### src/rtl/seven_seg_scan_ctrl.sv
// Time-multiplexed scan controller for a 6-digit seven-segment display.
// Each digit slot is CLK_DIV cycles: DEAD_CYCLES with every anode off
// (anti-ghosting), then the selected anode is driven low unless the digit
// is blanked or blinked dark. All outputs, including the FSM state exposed
// on scan_state, come straight from flops.
//
// Handshake: there is no valid/ready traffic here. enable is a level:
// sampled high it starts or continues the scan, sampled low it parks the
// scan in IDLE at the next edge without emitting digit_tick/frame_done.
module seven_seg_scan_ctrl #(
  parameter int CLK_DIV      = 50000,
  parameter int DEAD_CYCLES  = 4,
  parameter int BLINK_FRAMES = 32
) (
  input  logic       clk,
  input  logic       reset_n,
  input  logic       enable,
  input  logic [5:0] blank_mask,
  input  logic [5:0] blink_mask,
  output logic [2:0] mux_sel,
  output logic [5:0] an_n,
  output logic       digit_tick,
  output logic       frame_done,
  output logic [1:0] scan_state
);

  localparam int CW = (CLK_DIV > 1) ? $clog2(CLK_DIV) : 1;
  localparam int FW = (BLINK_FRAMES > 1) ? $clog2(BLINK_FRAMES) : 1;
  localparam logic [CW-1:0] DEAD_LAST  = CW'(DEAD_CYCLES - 1);
  localparam logic [CW-1:0] SLOT_LAST  = CW'(CLK_DIV - 1);
  localparam logic [FW-1:0] FRAME_LAST = FW'(BLINK_FRAMES - 1);

  typedef enum logic [1:0] {
    IDLE = 2'd0,
    DEAD = 2'd1,
    ON   = 2'd2
  } state_t;

  state_t        state, state_next;
  logic [CW-1:0] slot_cnt, slot_cnt_next;
  logic [FW-1:0] frame_cnt, frame_cnt_next;
  logic          blink_phase, blink_phase_next;
  logic [2:0]    sel_next;
  logic [5:0]    an_next;
  logic          tick_next;
  logic          done_next;

  assign scan_state = state;

  // Register state, counters and every output; reset acts immediately.
  always_ff @(posedge clk or negedge reset_n) begin
    if (!reset_n) begin
      state       <= IDLE;
      slot_cnt    <= '0;
      frame_cnt   <= '0;
      blink_phase <= 1'b0;
      mux_sel     <= 3'd0;
      an_n        <= 6'b111111;
      digit_tick  <= 1'b0;
      frame_done  <= 1'b0;
    end else begin
      state       <= state_next;
      slot_cnt    <= slot_cnt_next;
      frame_cnt   <= frame_cnt_next;
      blink_phase <= blink_phase_next;
      mux_sel     <= sel_next;
      an_n        <= an_next;
      digit_tick  <= tick_next;
      frame_done  <= done_next;
    end
  end

  // Next-state, counter, pulse and anode logic; anodes follow the next state
  // so the registered an_n lines up with the state it belongs to.
  always_comb begin
    state_next       = state;
    slot_cnt_next    = slot_cnt;
    frame_cnt_next   = frame_cnt;
    blink_phase_next = blink_phase;
    sel_next         = mux_sel;
    tick_next        = 1'b0;
    done_next        = 1'b0;
    an_next          = 6'b111111;

    if (!enable) begin
      state_next    = IDLE;
      slot_cnt_next = '0;
      sel_next      = 3'd0;
    end else begin
      case (state)
        IDLE: begin
          state_next    = DEAD;
          slot_cnt_next = '0;
          sel_next      = 3'd0;
        end
        DEAD: begin
          slot_cnt_next = slot_cnt + CW'(1);
          if (slot_cnt == DEAD_LAST) state_next = ON;
        end
        ON: begin
          if (slot_cnt == SLOT_LAST) begin
            state_next    = DEAD;
            slot_cnt_next = '0;
            tick_next     = 1'b1;
            if (mux_sel == 3'd5) begin
              sel_next  = 3'd0;
              done_next = 1'b1;
              // Blink phase flips once every BLINK_FRAMES completed frames.
              if (frame_cnt == FRAME_LAST) begin
                frame_cnt_next   = '0;
                blink_phase_next = ~blink_phase;
              end else begin
                frame_cnt_next = frame_cnt + FW'(1);
              end
            end else begin
              sel_next = mux_sel + 3'd1;
            end
          end else begin
            slot_cnt_next = slot_cnt + CW'(1);
          end
        end
        default: begin
          state_next    = IDLE;
          slot_cnt_next = '0;
          sel_next      = 3'd0;
        end
      endcase
    end

    // Light only the selected digit; blanking and blink-dark both win.
    if (state_next == ON) begin
      for (int i = 0; i < 6; i++) begin
        if (sel_next == 3'(i) && !blank_mask[i] &&
            !(blink_mask[i] && blink_phase_next)) begin
          an_next[i] = 1'b0;
        end
      end
    end
  end

endmodule

### config.mk
export PLATFORM = sky130hd
export DESIGN_NAME = seven_seg_scan_ctrl
export DESIGN_NICKNAME = d
export VERILOG_FILES = /design/src/rtl/seven_seg_scan_ctrl.sv
export SDC_FILE = /design/constraint.sdc
export NUM_CORES = 1
export LEC_CHECK = 0
export BUFFER_PORTS_ARGS = -buffer_cell sky130_fd_sc_hd__buf_2
export CAP_MARGIN = 20
export CORE_MARGIN = 5
export CORE_UTILIZATION = 50
export CTS_BUF_LIST = sky130_fd_sc_hd__clkbuf_8
export CTS_CLUSTER_DIAMETER = 50
export DETAILED_ROUTE_END_ITERATION = 8
export GPL_ROUTABILITY_DRIVEN = 0
export PLACE_DENSITY = 0.71
export REMOVE_ABC_BUFFERS = 1
export SLEW_MARGIN = 20
export SYNTH_ARGS = -nofsm -noshare
export SYNTH_HDL_FRONTEND = slang
export SYNTH_SLANG_ARGS = --single-unit
### constraint.sdc
create_clock -name clk -period 3.5 [get_ports clk]
set_input_delay 0.7 -clock clk [delete_from_list [all_inputs] [get_ports clk]]
set_output_delay 0.7 -clock clk [all_outputs]
set_load 0.05 [all_outputs]
==> results.json <==
{
  "status": "finished, final reports clean",
  "cts.clk_slew.worst_paths_ns": 0.08,
  "worstReg2RegEnd": "an_n[4]",
  "first_pass_iters": 4,
  "vias": 1514,
  "finalMaxSlewViolations": 0,
  "cts_max_path_buffers": 2,
  "synth.avg_cell_area_um2": 9.784,
  "nFillCells": 348,
  "min_period_ns": 2.751,
  "tritoncts": "built",
  "cts_resized": 0,
  "max-vdd-ir-drop_v": 0.0002376,
  "areaGrowthSynthToFinish_pct": 13.78,
  "cts_sinks": 35,
  "grt_pass1_wl_um": 6630,
  "num_rows": 22,
  "dp_worst_setup_slack_ns": 0.8026,
  "synth-edff-count": 0,
  "drv_cap": 0,
  "tightest_slew_ns": 0.7436,
  "core_mm2": 0.003661,
  "clk_latency_ns": 0.29,
  "cts-hold-fix-buffers": 0,
  "routed_via_density": 5.546,
  "wl_um": 3752,
  "grt_max_degree": 36,
  "crit_path_max_fanout": 6,
  "antenna_found_initial": 0,
  "ys_seq_area_share_pct": 46.54,
  "die_y_um": 71.61,
  "ys_seq_elements": 35,
  "fmax_mhz": 363.5,
  "drive_above_1_share_pct": 23.11,
  "hpwl_um": 2793,
  "port_buffers": 27,
  "p_leak_nw": 0.9329,
  "worstPathArrival_ns": 2.97,
  "grtUsageTotal_pct": 16.47,
  "crit_path_start_kind": "register",
  "endpoint_kind": "register",
  "crit_type": "register to register",
  "rsz0062_at_grt": "false",
  "max_slew_margin_pct": 50.43,
  "skew_ns": 0.005919,
  "ff2ff_setup_slack_ns": 0.75,
  "power_density_mw_per_mm2": 349.7,
  "min-delay-path-class": "input port to asynchronous set/reset pin",
  "synth_cells": 194,
  "reg2reg_from": "slot_cnt[0]",
  "startpoint": "slot_cnt[0]",
  "async_reset_ff_share_pct": 100.0,
  "ys.flop_type": "dfrtp_1",
  "layout.nets": 246,
  "final-setup-viol-count": 0,
  "overflow": 0,
  "yosysUniqueCellTypes": 46,
  "yosysWarnings": 0,
  "clockRootBuffer": "clkbuf_8",
  "postRouteAntennaNets": 0,
  "hold_viol": 0,
  "numCtsBuffers": 5,
  "antenna_cells": 0,
  "postCtsSetupRepairBufs": 0,
  "setup_tns_ns": 0,
  "finalCritPeriodShare_pct": 78.61,
  "die_w_um": 71.61,
  "pin_count": 28,
  "cp.required_ns": 3.72,
  "drc_errors": 0,
  "dieArea_mm2": 0.005128,
  "h-tree-depth": 2,
  "syn_area_mm2": 0.001898,
  "drt_iter0_drc": 62,
  "initial_core_util_pct": 51.85,
  "ff2ff_path_depth": 7,
  "avgRoutedWirePerCell_um": 13.74,
  "grt_pass1_vias": 1468,
  "fin_ws_ns": 0.7487
}
==> final cells by class <==
class | count | area [um2] | area share (%)
tap | 48 | 60.06 | 2.781
clock buffer | 5 | 68.82 | 3.187
multi-input combinational | 147 | 958.4 | 44.38
timing repair buffer | 27 | 135.1 | 6.257
sequential | 35 | 883.3 | 40.90
inverter | 8 | 30.03 | 1.390
clock inverter | 3 | 23.77 | 1.101
==> sequential cells by signal (all words and copies together), names as in the netlist <==
| register | count |
|---|---|
| frame_done | 1 |
| mux_sel | 3 |
| frame_cnt | 5 |
| digit_tick | 1 |
| blink_phase | 1 |
| an_n | 6 |
| slot_cnt | 16 |
| scan_state | 2 |
==> cell usage in the layout, fill, tap and decap left out, drive strengths merged, types with 2 or more instances in the layout <==
cell / instances
or3: 2
o21ai: 7
ha: 7
and3: 5
nor4b: 2
nor4: 5
xor2: 11
clkinvlp: 2
or4: 2
nor3: 8
dfstp: 6
nand3: 10
a2111o: 3
nand2: 19
clkbuf: 5
buf: 27
nand4b: 2
a211oi: 3
dfrtp: 29
xnor2: 2
and2: 2
a21oi: 7
inv: 9
nand4: 8
nor2: 27
==> critical path: stages, from the launching register on <==
cell      delay [ns]
dfrtp_1         0.41
ha_1            0.29
or4b_4          0.52
nor4_2          0.48
nor3_1          0.15
nor3_4          0.25
nand3_2         0.14
a2111o_1        0.42
==> cell families after synthesis <==
family / synth area share [%]
compound gates: 10.09
mux: 1.121
fa+ha+maj: 4.614
buf+inv: 2.967
simple gates: 28.28
flops: 46.54
xor+xnor: 6.394
==> Yosys cell counts (3+ instances only) <==
cell type  instances  area share (%)
nor4_1             3            0.99
a211oi_1           3             1.2
ha_1               7             4.6
nand4_1            8             2.6
a2111o_1           3             1.8
dfstp_2            6             8.3
nand2_1           19             3.8
inv_1              8             1.6
nand3_1            9             2.4
a21oi_1            7             1.8
nor3_1             7             1.8
xor2_1            10             4.6
dfrtp_1           29              38
and3_1             5             1.6
o21ai_0            6             1.6
nor2_1            27             5.3
==> worst max-delay path by stage <==
| stage | end |
|---|---|
| after floorplan | an_n[1] |
| after global placement | an_n[4] |
| final | an_n[4] |
| after global routing | frame_cnt[3] |
| after detailed placement | an_n[4] |
| after CTS | an_n[4] |
==> power breakdown <==
| group | total, mW | switching [mW] | internal [mW] |
|---|---|---|---|
| Clock | 0.297 | 0.155 | 0.142 |
| Combinational | 0.0488 | 0.0338 | 0.0150 |
| Sequential | 0.410 | 0.00297 | 0.407 |
| Total | 0.755 | 0.191 | 0.564 |
==> per-layer routing <==
layer,up-vias,global-route usage (%),wire (um)
li1,752,-,-
met1,716,21.42,1745
met2,41,25.51,1726
met3,5,4.909,217
met4,0,7.098,63
met5,-,0,0
==> metrics by stage <==
step                      power (mW)  hold WS, ns  utilization, %  std cells  area, um2
final                         0.7552       0.4715           58.99        273       2160
after global routing          0.7956       0.5272           58.99        273       2160
after CTS                     0.7700       0.4977           58.99        273       2160
after detailed placement      0.4672       0.4773           56.46        265       2067
after global placement        0.4671       0.4695           56.46        265       2067
after floorplan               0.4433       0.4044               -        190       1872
Note: power is estimated with default switching activity, not from simulation.
